`src/rtl/pipeline_ctrl_pkg.sv`:
```
// Shared encodings and constants for the pipeline hazard/redirect sequencer.
package pipeline_ctrl_pkg;

  typedef enum logic [1:0] {
    PCTRL_RUN  = 2'd0,
    PCTRL_PEND = 2'd1,
    PCTRL_HOLD = 2'd2
  } pctrl_state_e;

  localparam logic [31:0] ZERO_WORD = 32'h0000_0000;
  // addi x0, x0, 0 -- what the flushed IF/ID and ID/EX stages load
  localparam logic [31:0] NOP_INSTR = 32'h0000_0013;

endpackage

```
`src/rtl/pipeline_ctrl.sv`:
```
// Hazard and redirect sequencer: arbitrates jumps, execute holds, load-use
// bubbles and bus stalls into hold/flush/redirect controls for the front end.
module pipeline_ctrl
  import pipeline_ctrl_pkg::*;
#(
  parameter int HOLD_TIMEOUT = 16,
  parameter int CNT_W        = 32
) (
  input  logic             clk,
  input  logic             rst_n,
  input  logic             jump_en_i,
  input  logic [31:0]      jump_addr_i,
  input  logic             hold_flag_i,
  input  logic             load_use_i,
  input  logic             bus_stall_i,
  output logic             pc_hold_o,
  output logic             if_id_hold_o,
  output logic             id_ex_hold_o,
  output logic             if_id_flush_o,
  output logic             id_ex_flush_o,
  output logic             redirect_en_o,
  output logic [31:0]      redirect_addr_o,
  output logic             hold_err_o,
  output logic [CNT_W-1:0] stall_cnt_o,
  output logic [CNT_W-1:0] flush_cnt_o
);

  localparam logic [7:0] TIMEOUT = 8'(HOLD_TIMEOUT);

  pctrl_state_e state, state_next;
  logic [31:0]  pend_addr;
  logic [7:0]   hold_cnt, hold_cnt_next;
  logic         latch_pend;
  logic         run_rules;

  always_comb begin
    pc_hold_o       = 1'b0;
    if_id_hold_o    = 1'b0;
    id_ex_hold_o    = 1'b0;
    if_id_flush_o   = 1'b0;
    id_ex_flush_o   = 1'b0;
    redirect_en_o   = 1'b0;
    redirect_addr_o = ZERO_WORD;
    state_next      = state;
    hold_cnt_next   = hold_cnt;
    latch_pend      = 1'b0;
    run_rules       = 1'b0;

    case (state)
      PCTRL_PEND: begin
        if (bus_stall_i) begin
          pc_hold_o     = 1'b1;
          if_id_hold_o  = 1'b1;
          id_ex_flush_o = 1'b1;
        end else begin
          redirect_en_o   = 1'b1;
          redirect_addr_o = pend_addr;
          if_id_flush_o   = 1'b1;
          id_ex_flush_o   = 1'b1;
          state_next      = PCTRL_RUN;
        end
      end
      PCTRL_HOLD: begin
        if (hold_flag_i) begin
          pc_hold_o     = 1'b1;
          if_id_hold_o  = 1'b1;
          id_ex_hold_o  = 1'b1;
          hold_cnt_next = (hold_cnt == 8'hFF) ? 8'hFF : hold_cnt + 8'd1;
        end else begin
          run_rules = 1'b1;
        end
      end
      default: run_rules = 1'b1;
    endcase

    // Release from EX_HOLD falls through here in the same cycle (Mealy)
    if (run_rules) begin
      state_next    = PCTRL_RUN;
      hold_cnt_next = 8'd0;
      if (bus_stall_i && jump_en_i) begin
        pc_hold_o     = 1'b1;
        if_id_hold_o  = 1'b1;
        id_ex_flush_o = 1'b1;
        latch_pend    = 1'b1;
        state_next    = PCTRL_PEND;
      end else if (jump_en_i) begin
        redirect_en_o   = 1'b1;
        redirect_addr_o = jump_addr_i;
        if_id_flush_o   = 1'b1;
        id_ex_flush_o   = 1'b1;
      end else if (bus_stall_i) begin
        pc_hold_o    = 1'b1;
        if_id_hold_o = 1'b1;
        id_ex_hold_o = 1'b1;
      end else if (hold_flag_i) begin
        pc_hold_o     = 1'b1;
        if_id_hold_o  = 1'b1;
        id_ex_hold_o  = 1'b1;
        state_next    = PCTRL_HOLD;
        hold_cnt_next = 8'd1;
      end else if (load_use_i) begin
        pc_hold_o     = 1'b1;
        if_id_hold_o  = 1'b1;
        id_ex_flush_o = 1'b1;
      end
    end
  end

  always_ff @(posedge clk or negedge rst_n) begin
    if (!rst_n) begin
      state       <= PCTRL_RUN;
      pend_addr   <= ZERO_WORD;
      hold_cnt    <= 8'd0;
      hold_err_o  <= 1'b0;
      stall_cnt_o <= '0;
      flush_cnt_o <= '0;
    end else begin
      state    <= state_next;
      hold_cnt <= hold_cnt_next;
      if (latch_pend)
        pend_addr <= jump_addr_i;
      if (hold_cnt_next >= TIMEOUT)
        hold_err_o <= 1'b1;
      if (pc_hold_o)
        stall_cnt_o <= stall_cnt_o + CNT_W'(1);
      if (redirect_en_o)
        flush_cnt_o <= flush_cnt_o + CNT_W'(1);
    end
  end

endmodule

```
`config.mk`:
```
export PLATFORM = sky130hd
export DESIGN_NAME = pipeline_ctrl
export DESIGN_NICKNAME = d
export VERILOG_FILES = /design/src/rtl/pipeline_ctrl_pkg.sv /design/src/rtl/pipeline_ctrl.sv
export SDC_FILE = /design/constraint.sdc
export NUM_CORES = 1
export LEC_CHECK = 0
export ABC_CLOCK_PERIOD_IN_PS = 2200
export CORE_MARGIN = 3
export CORE_UTILIZATION = 44
export CTS_CLUSTER_SIZE = 14
export DETAILED_ROUTE_END_ITERATION = 7
export PLACE_DENSITY = 0.73
export SYNTH_ARGS = -nofsm -noshare
export SYNTH_HDL_FRONTEND = slang
export SYNTH_SLANG_ARGS = --single-unit
```
`constraint.sdc`:
```
create_clock -name clk -period 2.2 [get_ports clk]
set_input_delay 0.33 -clock clk [delete_from_list [all_inputs] [get_ports clk]]
set_output_delay 0.33 -clock clk [all_outputs]
set_load 0.01 [all_outputs]
```
==> flow_summary.json, run 1 <==
{
  "use_met2": 0.341,
  "hold_path_depth": 1,
  "worstSetupPathType": "flip-flop to primary output",
  "layout.cells.non_filler": 808,
  "drv_cap": 0,
  "clock-root-buffer": "clkbuf_16",
  "design_area_sq_um": 7750,
  "worst_slew_pin_slew_ns": 0.541,
  "clk_latency_ns": 0.34,
  "synth.avg_cell_area_sq_um": 11.0,
  "grt_usage": 0.210,
  "power.density_nw_per_um2": 702,
  "async_reset_ff_frac": 1.00,
  "cts.reportedPaths.clkPinSlew_ns": 0.07,
  "grt_pass1_wl_um": 22000,
  "die-area_sq_um": 13100,
  "synth_ff_type": "dfrtp_1",
  "viasPerCell": 5.36,
  "netlist_instances": 470,
  "first_pass_iters": 4,
  "grtUsageMet3": 0.0375,
  "grt_start_max_net_pins": 44,
  "final_nets": 703,
  "cts_buffers": 9,
  "rsz0062_at_grt": "yes",
  "top_usage_layer": "met2",
  "synth_cell_types": 42,
  "cp_max_fo": 8,
  "synth_nets": 513,
  "cts_tree": "yes",
  "whs_ns": 0.469,
  "relSlewSlack": 0.636,
  "startpoint_type": "flip-flop",
  "cp.required_ns": 1.87,
  "outcome": "finished with violations",
  "ys_seq_area_frac": 0.516,
  "ios": 141,
  "overflow": 0,
  "wl_per_cell_um": 17.4,
  "place_area_sq_um": 6980,
  "min_from": "flush_cnt_o[31]",
  "synth_edf_count": 0,
  "drt_wl_total_um": 14000,
  "nFillCells": 884,
  "die_height_um": 115,
  "diodes": 0,
  "synth.most_common_cell": "dfrtp_1",
  "ant_nets": 0,
  "synth_commonest_cells": "dfrtp_1 (107), xnor2_1 (38), a22o_1 (33), mux2_2 (33), nand2_1 (31)",
  "p_leak_nw": 3.42,
  "drv_slew": 0,
  "globalRouteMet1Util": 0.283,
  "ir_drop_mv": 0.584,
  "post-route-min-period_ns": 2.43,
  "fmax_mhz": 411,
  "r2r_cells": 10,
  "fp.dieW_um": 115,
  "drive_above_1_share": 0.289,
  "cts_buffer_depth": 2,
  "synth.largest_area_cell": "dfrtp_1",
  "rr_startpoint": "state[0]",
  "setup_slack_ns": -0.231,
  "dpl.cell_count": 766,
  "antenna_found_initial": 0,
  "synth_area_sq_um": 5190,
  "netlist.area_leader.share": 0.516,
  "place_congestion": 0.869,
  "arrival_ns": 2.10,
  "dp_hpwl_um": 9350,
  "violations": "setup timing",
  "area_growth_pct": 49.4,
  "synth_area_leaders": "dfrtp_1 (52%), mux2_2 (7.2%), xnor2_1 (6.4%), a22o_1 (5.6%), xor2_1 (4.2%)",
  "min_period_over_period": 1.11,
  "cts_sinks": 107,
  "finalSetupViolations": 37,
  "yosysWarnings": 0,
  "htreeDepth": 3,
  "hp-class": "flip-flop to flip-flop",
  "portBuffers": 140,
  "drc": 0,
  "core-area_sq_um": 11500,
  "synth_seq_cells": 107,
  "fin_tns_setup_ns": -6.07,
  "crit_path_start": "state[0]",
  "clock-skew-final_ns": 0.00769,
  "hold_viol": 0,
  "drtIter0Drc": 290,
  "start_util": 0.453,
  "rows": 39,
  "grt_pass1_vias": 4400,
  "vias": 4334,
  "cp-end-kind": "primary output"
}
report_power, final:
part / leakage (nW) / internal, mW / switching, mW
clock network: 0.151 / 0.956 / 0.725
registers: 1.36 / 2.22 / 0.232
logic: 1.91 / 0.739 / 0.576
final cells by class:
class                      count  area (sq um)  area share
clock buffer                  12           256      0.0331
multi-input combinational    326          2620       0.337
clock inverter                 4          57.6     0.00742
tap                          143           179      0.0231
timing repair buffer         200          1910       0.246
inverter                      16          60.1     0.00774
sequential                   107          2680       0.345
logic make-up (layout without fill, tap and decap cells):
family                     count (synthesis)  after routing  synth area share
AOI/OAI and AO/OA                         67             67            0.0996
xor gates and xnor gates                  63             63             0.106
adders and majority gates                  5              5            0.0121
buffers and inverters                     37            232            0.0313
DFF                                      107            107             0.516
muxes                                     34             34            0.0735
and+or+nand+nor                          157            157             0.161
routing by layer:
layer  part of all wire  wire (um)
met3              0.055        778
met1               0.45       6380
met5                  0          0
met2               0.48       6760
met4             0.0077        108
path summary, 6_finish.rpt:
path / to / slack (ns)
setup / recovery: redirect_addr_o[13] / -0.23
hold / removal: flush_cnt_o[31] / 0.47
setup reg to reg: flush_cnt_o[31] / -0.06
hold reg to reg: flush_cnt_o[31] / 0.47
max in group asynchronous: stall_cnt_o[8] / 1.03
min in group asynchronous: pend_addr[21] / 0.48
flip-flops by register name (all words and copies together) (netlist names):
signal / count
hold_err_o: 1
flush_cnt_o: 32
state: 2
pend_addr: 32
hold_cnt: 8
stall_cnt_o: 32
stage by stage:
stage | utilization | total power [mW] | setup WS (ns)
2_1_floorplan | - | 3.01 | -0.0544
3_3_place_gp | 0.609 | 3.65 | -0.266
3_5_place_dp | 0.609 | 3.69 | -0.298
4_1_cts | 0.650 | 5.42 | -0.264
5_1_grt | 0.676 | 5.71 | -0.309
6_report | 0.676 | 5.45 | -0.231
placed cells by master, fill, tap and decap left out, types with 3 or more instances in the layout:
cell type and n:
xor2_1 25, a21oi_1 9, mux2_2 33, nor3_2 4, dfrtp_1 107, nor3_4 3, clkbuf_16 10, nand2b_1 4
and3_1 15, nor3_1 8, and2_1 3, nor2_4 7, a31oi_1 3, buf_2 31, nand4_1 22, nand3_1 22
buf_4 35, nor2_2 5, nor4_1 3, inv_1 13, inv_2 3, buf_6 19, nor2b_1 3, clkdlybuf4s50_1 101
nand2_1 29, a22o_1 33, nor2_1 12, o21ai_0 6, buf_8 3, ha_1 3, xnor2_1 37, buf_12 6
and4_1 4
critical path: stages, from the launching register on:
cell and delay [ns]:
dfrtp_1 0.42, inv_2 0.10, ha_4 0.16, mux2i_4 0.24
nand2_2 0.11, nor2_4 0.16, buf_6 0.14, buf_12 0.12
a22o_1 0.16, buf_2 0.15
what timing repair did:
item	CTS	global route
buffers inserted	9	14
gates resized for setup	178	63
endpoints found under the setup margin	42	61
gates cloned	4	1
hold buffers	1	0
pin swaps	26	19
hold endpoints to repair	30	0
Note: power is estimated with default switching activity, not from simulation.
==> run 2: changes to the inputs <==
--- a/config.mk
+++ b/config.mk
@@ -5,9 +5,10 @@
 export SDC_FILE = /design/constraint.sdc
 export NUM_CORES = 1
 export LEC_CHECK = 0
+export ABC_AREA = 1
 export ABC_CLOCK_PERIOD_IN_PS = 2200
 export CORE_MARGIN = 3
-export CORE_UTILIZATION = 44
+export CORE_UTILIZATION = 46
 export CTS_CLUSTER_SIZE = 14
 export DETAILED_ROUTE_END_ITERATION = 7
 export PLACE_DENSITY = 0.73
==> flow_summary.json, run 2 <==
{
  "ir_drop_mv": 0.494,
  "first_pass_iters": 4,
  "grt_start_max_net_pins": 60,
  "finalSetupViolations": 19,
  "rows": 42,
  "overflow": 0,
  "cp_common_cell": "inv_2",
  "design_area_sq_um": 8600,
  "wl_met1_um": 7890,
  "synth_nets": 926,
  "cp.required_ns": 1.87,
  "core-area_sq_um": 13300,
  "cp_cell_sequence": "inv_2 > ha_4 > inv_2 > nand2_2 > nand2_4 > inv_4 > nand3_4 > clkbuf_16 > o22ai_2 > buf_2",
  "reg_top3": "flush_cnt_o: 32 flops, pend_addr: 32 flops, stall_cnt_o: 32 flops",
  "cp-end-kind": "primary output",
  "top_layer": "met4",
  "synth_area_sq_um": 6330,
  "diodes": 0,
  "layout.cells.non_filler": 1229,
  "synth.avg_cell_area_sq_um": 7.17,
  "dp_hpwl_um": 12200,
  "viasPerCell": 4.97,
  "drive_above_1_share": 0.155,
  "portBuffers": 140,
  "cts.reportedPaths.clkPinSlew_ns": 0.07,
  "startpoint_type": "flip-flop",
  "dr_wl_met3_um": 893,
  "worstSetupPathType": "flip-flop to primary output",
  "mostFrequentLayoutCell": "nand2_1",
  "cts_sinks": 107,
  "yosysWarnings": 0,
  "grt_pass1_wl_um": 27000,
  "die_height_um": 123,
  "ios": 141,
  "slowest_stage": "dfrtp_1",
  "cts_buffers": 9,
  "hp-class": "input port to async pin",
  "fin_tns_setup_ns": -0.443,
  "rsz0062_at_grt": "yes",
  "finalPower_mw": 5.44,
  "netlist.area_leader.share": 0.423,
  "fp.dieW_um": 123,
  "synth.most_common_cell": "nand2_1",
  "synth_cell_types": 30,
  "htreeDepth": 3,
  "synth_edf_count": 0,
  "synth_ff_type": "dfrtp_1",
  "clk_latency_ns": 0.35,
  "relSlewSlack": 0.720,
  "p_leak_nw": 3.90,
  "dr_wl_met2_um": 7670,
  "arrival_ns": 1.95,
  "vias": 6102,
  "final_util": 0.644,
  "power.density_nw_per_um2": 633,
  "violations": "setup timing",
  "whs_ns": 0.450,
  "drv_slew": 0,
  "synth.largest_area_cell": "dfrtp_1",
  "final_nets": 1091,
  "cp_max_fo": 8,
  "clock-skew-final_ns": 0.00586,
  "drc": 0,
  "hold_viol": 0,
  "drv_cap": 0,
  "outcome": "finished with violations",
  "die-area_sq_um": 15200,
  "async_reset_ff_frac": 1.00,
  "ys_seq_area_frac": 0.423,
  "ant_nets": 0,
  "min_period_over_period": 1.04,
  "path_buf_inv": 5,
  "cts_buffer_depth": 2,
  "grt_pass1_vias": 5670,
  "antenna_found_initial": 0,
  "synth_area_leaders": "dfrtp_1 (42%), nand2_1 (22%), nor2_1 (6.2%), inv_1 (3.9%), o22ai_1 (3.2%)",
  "fmax_mhz": 439,
  "layout_common_cells": "nand2_1 (366), dfrtp_1 (107), nor2_1 (103)",
  "drt_wl_total_um": 16900,
  "dpl.cell_count": 1204,
  "place_ws_ns": -0.214,
  "critPathMaxStageDelay_ns": 0.42,
  "wl_per_cell_um": 13.8,
  "drtIter0Drc": 379,
  "cts_tree": "yes",
  "place_area_sq_um": 8050,
  "worst_slew_pin_slew_ns": 0.419,
  "synth_seq_cells": 107,
  "start_util": 0.474,
  "post-route-min-period_ns": 2.28,
  "place_congestion": 0.941,
  "area_growth_pct": 35.8,
  "setup_slack_ns": -0.0772,
  "synth_commonest_cells": "nand2_1 (367), dfrtp_1 (107), nor2_1 (104), inv_1 (66), o22ai_1 (32)",
  "grt_usage": 0.223,
  "crit_family": "buffers and inverters",
  "clock-root-buffer": "clkbuf_16",
  "nFillCells": 1189,
  "netlist_instances": 883
}
[run 2: changes by cell type after synthesis, sizes merged, moves of 10 or more]
cell | previous run | this run
o21ai | 7 | 44
a22o | 33 | 0
nor2 | 24 | 112
xnor2 | 38 | 19
nand3b | 0 | 25
nand4 | 23 | 6
inv | 16 | 73
mux2 | 33 | 0
buf | 12 | 22
and3 | 15 | 0
o22ai | 1 | 32
nand2 | 31 | 381
[run 2: cell type report]
type | count | area [sq um] | share of cell area
Clock buffer | 10 | 229 | 0.0266
Clock inverter | 6 | 40.0 | 0.00466
Inverter | 73 | 277 | 0.0322
Sequential cell | 107 | 2680 | 0.311
Tap cell | 176 | 220 | 0.0256
Multi-Input combinational cell | 677 | 3460 | 0.403
Timing Repair Buffer | 180 | 1690 | 0.196
[run 2: cells by family after synthesis]
group / after synthesis / share of synthesized area
flops: 107 / 0.423
fa+ha+maj: 5 / 0.00989
simple gates: 555 / 0.371
xor+xnor: 38 / 0.0526
buf+inv: 99 / 0.0741
compound gates: 79 / 0.0690
[run 2: timing repair]
item,in CTS,in global routing
cloned,2,2
setup endpoints to repair,38,36
hold buffers,1,0
pin swaps,1,3
endpoints found under the hold margin,28,0
buffers inserted,1,3
resized for setup,149,48
[run 2: final timing paths]
kind	from	end	slack (ns)	depth (start not counted)
max in group asynchronous	rst_n	stall_cnt_o[30]	1.15	3
worst min-delay path	rst_n	hold_cnt[6]	0.45	2
min in group clk	pend_addr[15]	pend_addr[15]	0.49	2
worst max register to register	state[1]	stall_cnt_o[15]	0.10	12
worst max-delay path	state[0]	redirect_addr_o[0]	-0.08	10
worst min register to register	pend_addr[15]	pend_addr[15]	0.49	2
[run 2: power breakdown]
part | switching [mW] | total, mW | internal, mW
clock | 0.736 | 1.51 | 0.769
sequential | 0.252 | 2.47 | 2.22
combinational | 0.763 | 1.46 | 0.699
total | 1.75 | 5.44 | 3.69
[run 2: routing by layer]
layer,up-vias,track usage
met4,0,0.0817
met2,174,0.354
met1,2789,0.305
met5,-,0
met3,34,0.0412
li1,3105,-
